==> config.mk <==
export PLATFORM = sky130hd
export DESIGN_NAME = hazard_wb_sequencer
export DESIGN_NICKNAME = d
export VERILOG_FILES = /design/src/rtl/pipe_ctrl_pkg.sv /design/src/rtl/id_ctrl_decode.sv /design/src/rtl/hazard_wb_sequencer.sv
export SDC_FILE = /design/constraint.sdc
export NUM_CORES = 1
export LEC_CHECK = 0
export CORE_ASPECT_RATIO = 0.9
export CORE_UTILIZATION = 35
export CTS_CLUSTER_DIAMETER = 80
export DETAILED_ROUTE_END_ITERATION = 10
export GPL_TIMING_DRIVEN = 0
export PLACE_DENSITY = 0.55
export SLEW_MARGIN = 0
export SYNTH_ARGS = -nofsm -noshare
export SYNTH_HDL_FRONTEND = slang
export SYNTH_SLANG_ARGS = --single-unit
==> constraint.sdc <==
create_clock -name clk -period 4.35 [get_ports clk]
set_input_delay 1.0875 -clock clk [delete_from_list [all_inputs] [get_ports clk]]
set_output_delay 1.0875 -clock clk [all_outputs]
set_load 0.1 [all_outputs]
==> src/rtl/pipe_ctrl_pkg.sv <==
// Shared pipeline-control types, opcode constants and forwarding encodings.
package pipe_ctrl_pkg;

  localparam int unsigned OPC_W = 6;
  localparam int unsigned REG_W = 5;
  localparam int unsigned FWD_W = 2;

  localparam logic [OPC_W-1:0] OP_RTYPE = 6'b000000;
  localparam logic [OPC_W-1:0] OP_J     = 6'b000010;
  localparam logic [OPC_W-1:0] OP_BEQ   = 6'b000100;
  localparam logic [OPC_W-1:0] OP_BNE   = 6'b000101;
  localparam logic [OPC_W-1:0] OP_ADDI  = 6'b001000;
  localparam logic [OPC_W-1:0] OP_SLTI  = 6'b001010;
  localparam logic [OPC_W-1:0] OP_ANDI  = 6'b001100;
  localparam logic [OPC_W-1:0] OP_ORI   = 6'b001101;
  localparam logic [OPC_W-1:0] OP_LW    = 6'b100011;
  localparam logic [OPC_W-1:0] OP_SW    = 6'b101011;
  localparam logic [OPC_W-1:0] OP_NOP   = 6'b111111;

  localparam logic [FWD_W-1:0] FWD_RF    = 2'b00;
  localparam logic [FWD_W-1:0] FWD_EXMEM = 2'b10;
  localparam logic [FWD_W-1:0] FWD_MEMWB = 2'b01;

  typedef struct packed {
    logic             valid;
    logic             rw;
    logic             mtr;
    logic [REG_W-1:0] dest;
  } stage_ctrl_t;

  localparam stage_ctrl_t STAGE_NOP = '0;

  // Operand source select; the younger MEM-slot producer shadows the WB-slot one.
  function automatic logic [FWD_W-1:0] fwdSelect(
    input logic             used,
    input logic [REG_W-1:0] src,
    input logic             memWr,
    input logic [REG_W-1:0] memDest,
    input logic             wbWr,
    input logic [REG_W-1:0] wbDest
  );
    logic [FWD_W-1:0] sel;
    sel = FWD_RF;
    if (used && memWr && (memDest != '0) && (memDest == src)) begin
      sel = FWD_EXMEM;
    end else if (used && wbWr && (wbDest != '0) && (wbDest == src)) begin
      sel = FWD_MEMWB;
    end
    return sel;
  endfunction

endpackage

==> src/rtl/id_ctrl_decode.sv <==
// ID-stage control decode: write-back controls, destination and source usage.
module id_ctrl_decode
  import pipe_ctrl_pkg::*;
(
  input  logic [OPC_W-1:0] opcode,
  input  logic [REG_W-1:0] rt,
  input  logic [REG_W-1:0] rd,
  output logic             rw,
  output logic             mtr,
  output logic [REG_W-1:0] dest,
  output logic             usesRs,
  output logic             usesRt,
  output logic             isJump
);

  // Opcode decode; unknown opcodes fall through as harmless non-writers.
  always_comb begin
    rw     = 1'b0;
    mtr    = 1'b0;
    dest   = '0;
    usesRs = 1'b0;
    usesRt = 1'b0;
    isJump = 1'b0;
    case (opcode)
      OP_RTYPE: begin
        rw     = 1'b1;
        dest   = rd;
        usesRs = 1'b1;
        usesRt = 1'b1;
      end
      OP_ADDI, OP_ANDI, OP_ORI, OP_SLTI: begin
        rw     = 1'b1;
        dest   = rt;
        usesRs = 1'b1;
      end
      OP_LW: begin
        rw     = 1'b1;
        mtr    = 1'b1;
        dest   = rt;
        usesRs = 1'b1;
      end
      OP_SW, OP_BEQ, OP_BNE: begin
        usesRs = 1'b1;
        usesRt = 1'b1;
      end
      OP_J: begin
        isJump = 1'b1;
      end
      default: begin
      end
    endcase
    // $0 is hardwired; a write to it is never a real producer
    if (dest == '0) begin
      rw = 1'b0;
    end
  end

endmodule

==> src/rtl/hazard_wb_sequencer.sv <==
// Write-back control pipeline with load-use stall, branch/jump flush and forwarding selects.
module hazard_wb_sequencer
  import pipe_ctrl_pkg::*;
#(
  parameter int unsigned CNT_W = 16
) (
  input  logic             clk,
  input  logic             rst_n,
  input  logic [OPC_W-1:0] id_opcode,
  input  logic [REG_W-1:0] id_rs,
  input  logic [REG_W-1:0] id_rt,
  input  logic [REG_W-1:0] id_rd,
  input  logic             ex_br_taken,
  input  logic             mem_stall,
  output logic             pc_write,
  output logic             ifid_write,
  output logic             ifid_flush,
  output logic             idex_bubble,
  output logic [FWD_W-1:0] fwd_a,
  output logic [FWD_W-1:0] fwd_b,
  output logic             wb_regwrite,
  output logic             wb_memtoreg,
  output logic [REG_W-1:0] wb_dest,
  output logic [CNT_W-1:0] stall_cnt,
  output logic [CNT_W-1:0] flush_cnt
);

  logic             idRw;
  logic             idMtr;
  logic [REG_W-1:0] idDest;
  logic             idUsesRs;
  logic             idUsesRt;
  logic             idIsJump;
  stage_ctrl_t      idSlot;

  stage_ctrl_t      exSlot;
  stage_ctrl_t      memSlot;
  logic             exUsesRs;
  logic             exUsesRt;
  logic [REG_W-1:0] exRs;
  logic [REG_W-1:0] exRt;

  logic             loadUse;
  logic             luStall;

  id_ctrl_decode u_decode (
    .opcode (id_opcode),
    .rt     (id_rt),
    .rd     (id_rd),
    .rw     (idRw),
    .mtr    (idMtr),
    .dest   (idDest),
    .usesRs (idUsesRs),
    .usesRt (idUsesRt),
    .isJump (idIsJump)
  );

  // Control bundle the ID instruction would carry into EX.
  always_comb begin
    idSlot       = STAGE_NOP;
    idSlot.valid = (id_opcode != OP_NOP);
    idSlot.rw    = idRw;
    idSlot.mtr   = idMtr;
    idSlot.dest  = idDest;
  end

  // A load in EX whose destination the ID instruction reads.
  always_comb begin
    loadUse = exSlot.valid && exSlot.rw && exSlot.mtr && (exSlot.dest != '0) &&
              ((idUsesRs && (id_rs == exSlot.dest)) ||
               (idUsesRt && (id_rt == exSlot.dest)));
  end

  // Hazard priority: reset, memory stall, taken branch, load-use, jump.
  always_comb begin
    pc_write    = 1'b1;
    ifid_write  = 1'b1;
    ifid_flush  = 1'b0;
    idex_bubble = 1'b0;
    luStall     = 1'b0;
    if (!rst_n) begin
      pc_write = 1'b1;
    end else if (mem_stall) begin
      pc_write   = 1'b0;
      ifid_write = 1'b0;
    end else if (ex_br_taken) begin
      ifid_flush  = 1'b1;
      idex_bubble = 1'b1;
    end else if (loadUse) begin
      pc_write    = 1'b0;
      ifid_write  = 1'b0;
      idex_bubble = 1'b1;
      luStall     = 1'b1;
    end else if (idIsJump) begin
      ifid_flush = 1'b1;
    end
  end

  // Stage slots and write-back outputs advance together unless memory stalls.
  always_ff @(posedge clk or negedge rst_n) begin
    if (!rst_n) begin
      exSlot      <= STAGE_NOP;
      memSlot     <= STAGE_NOP;
      exUsesRs    <= 1'b0;
      exUsesRt    <= 1'b0;
      exRs        <= '0;
      exRt        <= '0;
      wb_regwrite <= 1'b0;
      wb_memtoreg <= 1'b0;
      wb_dest     <= '0;
    end else if (!mem_stall) begin
      wb_regwrite <= memSlot.valid & memSlot.rw;
      wb_memtoreg <= memSlot.mtr;
      wb_dest     <= memSlot.dest;
      memSlot     <= exSlot;
      if (idex_bubble) begin
        exSlot   <= STAGE_NOP;
        exUsesRs <= 1'b0;
        exUsesRt <= 1'b0;
        exRs     <= '0;
        exRt     <= '0;
      end else begin
        exSlot   <= idSlot;
        exUsesRs <= idUsesRs;
        exUsesRt <= idUsesRt;
        exRs     <= id_rs;
        exRt     <= id_rt;
      end
    end
  end

  // ALU operand selects for the instruction currently in EX.
  always_comb begin
    fwd_a = fwdSelect(exUsesRs, exRs, memSlot.valid & memSlot.rw, memSlot.dest,
                      wb_regwrite, wb_dest);
    fwd_b = fwdSelect(exUsesRt, exRt, memSlot.valid & memSlot.rw, memSlot.dest,
                      wb_regwrite, wb_dest);
  end

  // Saturating performance counters for load-use stalls and front-end flushes.
  always_ff @(posedge clk or negedge rst_n) begin
    if (!rst_n) begin
      stall_cnt <= '0;
      flush_cnt <= '0;
    end else begin
      if (luStall && (stall_cnt != '1)) begin
        stall_cnt <= stall_cnt + CNT_W'(1);
      end
      if (ifid_flush && (flush_cnt != '1)) begin
        flush_cnt <= flush_cnt + CNT_W'(1);
      end
    end
  end

endmodule

**Word level (Yosys, flattened, before mapping)**

Cells that the tools add are included.

- Register bits after elaboration: 67
- Input port bits: 25
- Output and inout port bits: 47
- Logic and storage cells: 100

- Add/subtract/negate cells: 2
- Equality and inequality tests: 18
- Multiplexer cells: 32
- Bitwise operators: 1
- Reduce and logical (&&, ||, !) cells: 30

Operator list:

| kind | count |
|---|---|
| $add A16 B1 Y16 const B | 2 |
| $ne A16 B16 Y1 const B | 2 |
| $eq A5 B5 Y1 | 6 |
| $mux W1 | 26 |
| $eq A6 B4 Y1 const B | 4 |
| $logic_and A1 B1 Y1 | 20 |
| $reduce_bool A5 Y1 | 3 |
| $eq A6 B3 Y1 const B | 2 |
| $eq A6 B6 Y1 const B | 2 |
| $mux W5 | 2 |
| $pmux W5 S2 | 1 |
| $reduce_or A9 Y1 | 1 |
| $mux W8 | 1 |
| $eq A6 B2 Y1 const B | 1 |
| $logic_not A6 Y1 | 1 |
| $ne A6 B6 Y1 const B | 1 |
| $reduce_or A6 Y1 | 1 |
| $logic_not A5 Y1 | 1 |
| $reduce_or A5 Y1 | 1 |
| $mux W2 | 2 |
| $reduce_or A4 Y1 | 1 |
| $and A1 B1 Y1 | 1 |
| $logic_or A1 B1 Y1 | 1 |

**Depth between registers and ports, before layout**

- Word-level depth: 11
- Mapped depth: 8
- Mapped depth without buffers: 6

**By module**

From an unflattened synthesis, not the netlist that was laid out.

- Cells, all modules: 362
- Area, all modules: 3644.7 µm²

By module, submodules not included:

| module | instances | cells an instance | area an instance (µm²) |
|---|---|---|---|
| hazard_wb_sequencer | 1 | 333 | 3418.3 |
| id_ctrl_decode | 1 | 29 | 226.5 |

**Worst setup path before layout**

No wires, ideal clock.

- Path type: reg-to-output
- From: reg memSlot[1] (netlist bit)
- To: out fwd_a[0]
- Arrival time: 4.207 ns
- Data required time: 3.263 ns
- Slack: -0.944 ns
- Cell stages (with the launch flop): 5
- Path buffers: 0
- Path through: dfrtp_1 > xnor2_1 > nand4_1 > nor3_1 > nor3_1

- Word-level cells in the longest chain between the ends: 4
- Elaborated cells between the ends (all ways): 5
- Those cells by class: 1 x eq/ne; 1 x mux; 3 x reduce/logical

Ends and longest elaborated chain:

| item | line | text |
|---|---|---|
| start, declared | hazard_wb_sequencer.sv:37 | `stage_ctrl_t memSlot;` |
| start signal, assigned | hazard_wb_sequencer.sv:115 | `memSlot <= exSlot;` |
| $reduce_bool A5 Y1 | pipe_ctrl_pkg.sv:44 | `if (used && memWr && (memDest != '0) && (memDest == src)) begin` |
| $logic_and A1 B1 Y1 | pipe_ctrl_pkg.sv:44 |  |
| $logic_and A1 B1 Y1 (*) | pipe_ctrl_pkg.sv:44 |  |
| $mux W2 (*) | pipe_ctrl_pkg.sv:44 |  |
| end, declared | hazard_wb_sequencer.sv:19 | `output logic [FWD_W-1:0] fwd_a,` |

Mark *: on every way between the ends. The rest lies on a longest branch, timed or not.

**Worst setup path in the final report**

- From: in id_opcode[0]
- To: out pc_write

- Word-level cells in the longest chain between the ends: 10
- Elaborated cells between the ends (all ways): 21
- Those cells by class: 8 x eq/ne; 6 x mux; 7 x reduce/logical

Ends and longest elaborated chain:

| item | line | text |
|---|---|---|
| start, declared | hazard_wb_sequencer.sv:9 | `input logic [OPC_W-1:0] id_opcode,` |
| $eq A6 B4 Y1, or another cell as far along | id_ctrl_decode.sv:24 | `case (opcode)` |
| $reduce_or A9 Y1 (no line) or $reduce_or A4 Y1 (tied branches) | - |  |
| $mux W1 | id_ctrl_decode.sv:24 |  |
| $logic_and A1 B1 Y1 (on tied branches) | hazard_wb_sequencer.sv:70, hazard_wb_sequencer.sv:71 |  |
| $logic_or A1 B1 Y1 (*) | hazard_wb_sequencer.sv:70 | `((idUsesRs && (id_rs == exSlot.dest)) \|\|` |
| $logic_and A1 B1 Y1 (*) | hazard_wb_sequencer.sv:69 | `loadUse = exSlot.valid && exSlot.rw && exSlot.mtr && (exSlot.dest != '0) &&` |
| $mux W1 (*) | hazard_wb_sequencer.sv:89 | `end else if (loadUse) begin` |
| $mux W1 (*) | hazard_wb_sequencer.sv:86 | `end else if (ex_br_taken) begin` |
| $mux W1 (*) | hazard_wb_sequencer.sv:83 | `end else if (mem_stall) begin` |
| $mux W1 (*) | hazard_wb_sequencer.sv:81 | `if (!rst_n) begin` |
| end, declared | hazard_wb_sequencer.sv:15 | `output logic pc_write,` |

Marked as above.

==> flow_metrics.py <==
metrics = {
    "critical_path": {
        "crit_arrival_ns": 3.15,
        "r2r_start": "exSlot[1]$_DFFE_PN0N_",
        "worstRegToRegCells": 6,
        "r2r_slack_ns": 2.20,
        "path_max_fanout": 10,
        "reg2reg_to": "stall_cnt[1]$_DFFE_PN0P_",
        "cp.required_ns": 3.26,
        "path_class": "in -> out",
        "start_kind": "primary input",
        "worstSetupEndpointType": "output pin",
    },
    "global_route": {
        "grt_remaining_overflow": 0,
        "antenna_found_initial": 0,
        "grt_use_total": 0.1816,
        "grt_max_degree": 66,
        "grt_pass1_vias": 2699,
        "grt_pass1_wl_um": 14170,
    },
    "timing": {
        "setup_viol": 0,
        "slew_headroom": 0.3437,
        "timing.fmax_mhz": 236.1,
        "timing.hold.ws_ns": 0.4876,
        "finalClockSkew_ns": 0.007316,
        "drv_slew": 0,
        "fin_crit_ns": 4.235,
        "worst_pin_slew_ns": 0.9814,
        "hold_viol": 0,
        "finalCritPeriodShare": 0.9736,
    },
    "finish": {
        "syn2layout_area_growth_pct": 32.43,
        "utilization": 0.4762,
        "final_cell_mix": "dfrtp_1, clkdlybuf4s50_1, xnor2_1, a22o_1, nand3_1",
        "nNetsFinal": 426,
        "n_antenna_cell": 0,
        "drive_gt1_frac": 0.1485,
        "layout_commonest_cell": "dfrtp_1",
        "finalNonFillerCells": 530,
        "fin_area_um2": 4578,
    },
    "worst_hold_path": {
        "min_from": "flush_cnt[14]$_DFFE_PN0P_",
        "worstHoldPathType": "reg -> reg",
        "hold-path-cell-count": 1,
        "whs_endpoint": "flush_cnt[14]$_DFFE_PN0P_",
    },
    "floorplanning": {
        "fp-row-count": 34,
        "io_pins": 72,
        "start_util": 0.3596,
        "fp.dieH_um": 96.29,
        "fp.dieW_um": 106.8,
        "core_um2": 9614,
        "dieArea_um2": 10280,
    },
    "placement": {
        "routabilityCongestion": 0.8085,
        "dp.cells": 513,
        "portBuffers": 70,
        "hpwl_um": 6298,
        "place_area_um2": 4355,
    },
    "clock_tree": {
        "htreeDepth": 3,
        "clkSinkCount": 67,
        "clk_pin_slew_ns": 0.08,
        "cts_buffers": 9,
        "cts_tree": "done",
        "insertion_delay_ns": 0.35,
        "clock_path_buffers": 2,
        "root_buffer": "clkbuf_8",
    },
    "power_and_ir_drop": {
        "powerDensity_nw_per_um2": 372.2,
        "p_leak_nw": 1.986,
        "p_total_w": 0.001704,
        "ir_worst_vdd_uv": 471.1,
    },
    "route": {
        "drt-total-wl_um": 8800,
        "dr.pass1.iters": 4,
        "wl_per_cell_um": 16.60,
        "drt-initial-drc-count": 76,
        "vias_per_cell": 5.166,
        "vias": 2738,
        "drc": 0,
        "antenna_left": 0,
    },
    "synthesis": {
        "synth_warnings": 0,
        "synth_edf_count": 0,
        "postSynthCellCount": 316,
        "yosys.area.top_type_share": 0.4850,
        "netlist.top_cell.by_area": "dfrtp_1",
        "synth.avg_cell_area_um2": 10.94,
        "syn_area_um2": 3457,
        "synthFlopType": "dfrtp_1",
        "async_flop_share": 1.000,
        "synth_area_leaders": "dfrtp_1, xnor2_1, a22o_1",
        "ys_seq_area_frac": 0.4850,
        "postSynthNetCount": 343,
        "ys_types": 42,
        "ys_ff_latch": 67,
    },
    "outcome": {
        "status": "completed",
    },
    "job": {
        "drv_cap": 0,
    },
}
## worst max-delay path by stage
stage	end	slack, ns	depth (start not counted)	from
2_1_floorplan	fwd_a[0]	-0.25	4	memSlot[1]$_DFFE_PN0N_
3_3_place_gp	ifid_flush	-2.70	4	rst_n
6_report	pc_write	0.11	10	id_opcode[0]
5_1_grt	pc_write	-0.002	10	id_opcode[0]
3_5_place_dp	pc_write	-1.03	10	id_opcode[5]
4_1_cts	ifid_write	0.009	9	id_opcode[2]
## synthesized netlist by cell type (all sizes together), types with 3 or more instances
cell    instances
a22o           23
nor2           14
or4             5
mux2           16
xor2           19
a32o            3
dfrtp          67
inv             4
nor3           10
nand3          20
nor4            3
o21ai           3
and3           14
nand4          15
nand2          17
clkbuf          5
buf             8
xnor2          40
a21oi           6
## registers in the layout, indices dropped and copies added (netlist names)
signal,cells
exSlot,8
stall_cnt,16
wb_regwrite,1
exRs,5
flush_cnt,16
memSlot,8
exUsesRs,1
wb_memtoreg,1
wb_dest,5
exUsesRt,1
exRt,5
## metal layers
metal | vias to the layer above | share of wire | track usage
li1 | 1321 | - | -
met1 | 1345 | 0.48 | 0.2399
met2 | 63 | 0.48 | 0.2995
met3 | 9 | 0.035 | 0.04198
met4 | 0 | 0.0086 | 0.05137
met5 | - | 0 | 0
## logic make-up after synthesis
kind of cell	after synthesis	synth area share
buffers and inverters	17	0.02388
xor gates and xnor gates	59	0.1495
and+or+nand+nor	110	0.1752
muxes	16	0.05320
AOI/OAI and AO/OA	45	0.1060
adders and majority gates	2	0.007237
DFF	67	0.4850
## where the power goes
part           internal (W)  total [W]  leakage (nW)  switching (W)
Sequential         0.000670   0.000733         0.889      0.0000633
Clock              0.000278   0.000514        0.0991       0.000237
Combinational      0.000143   0.000456         0.998       0.000314
Total               0.00109    0.00170          1.99       0.000614
## worst max-delay path, stage by stage
cell	delay [ns]
clkdlybuf4s50_1	0.58
and4b_1	0.22
a32o_1	0.17
nand3_1	0.15
a21oi_4	0.19
buf_4	0.19
a21o_1	0.13
nand2_1	0.06
buf_4	0.15
buf_4	0.22
## cell type report
class	count	area, um2
buffer	13	71.32
clock buffer	11	141.4
clock inverter	5	52.55
fill	943	5036
inverter	4	15.01
multi-input combinational	232	1724
sequential	67	1682
tap	126	157.7
timing repair buffer	72	734.5
## timing repair
action / CTS / global route
buffers inserted: 0 / 1
hold buffers: 0 / 0
hold endpoints to repair: 0 / 0
setup endpoints to repair: 4 / 3
resized for setup: 22 / 7
pin swaps: 1 / 3
## metrics by stage
stage	TNS, ns	setup WS (ns)
5_1_grt	-0.002491	-0.002491
3_5_place_dp	-2.934	-1.025
6_report	0	0.1147
2_1_floorplan	-0.4917	-0.2458
4_1_cts	0	0.009403
3_3_place_gp	-76.44	-2.699
(Power assumes the default switching activity.)
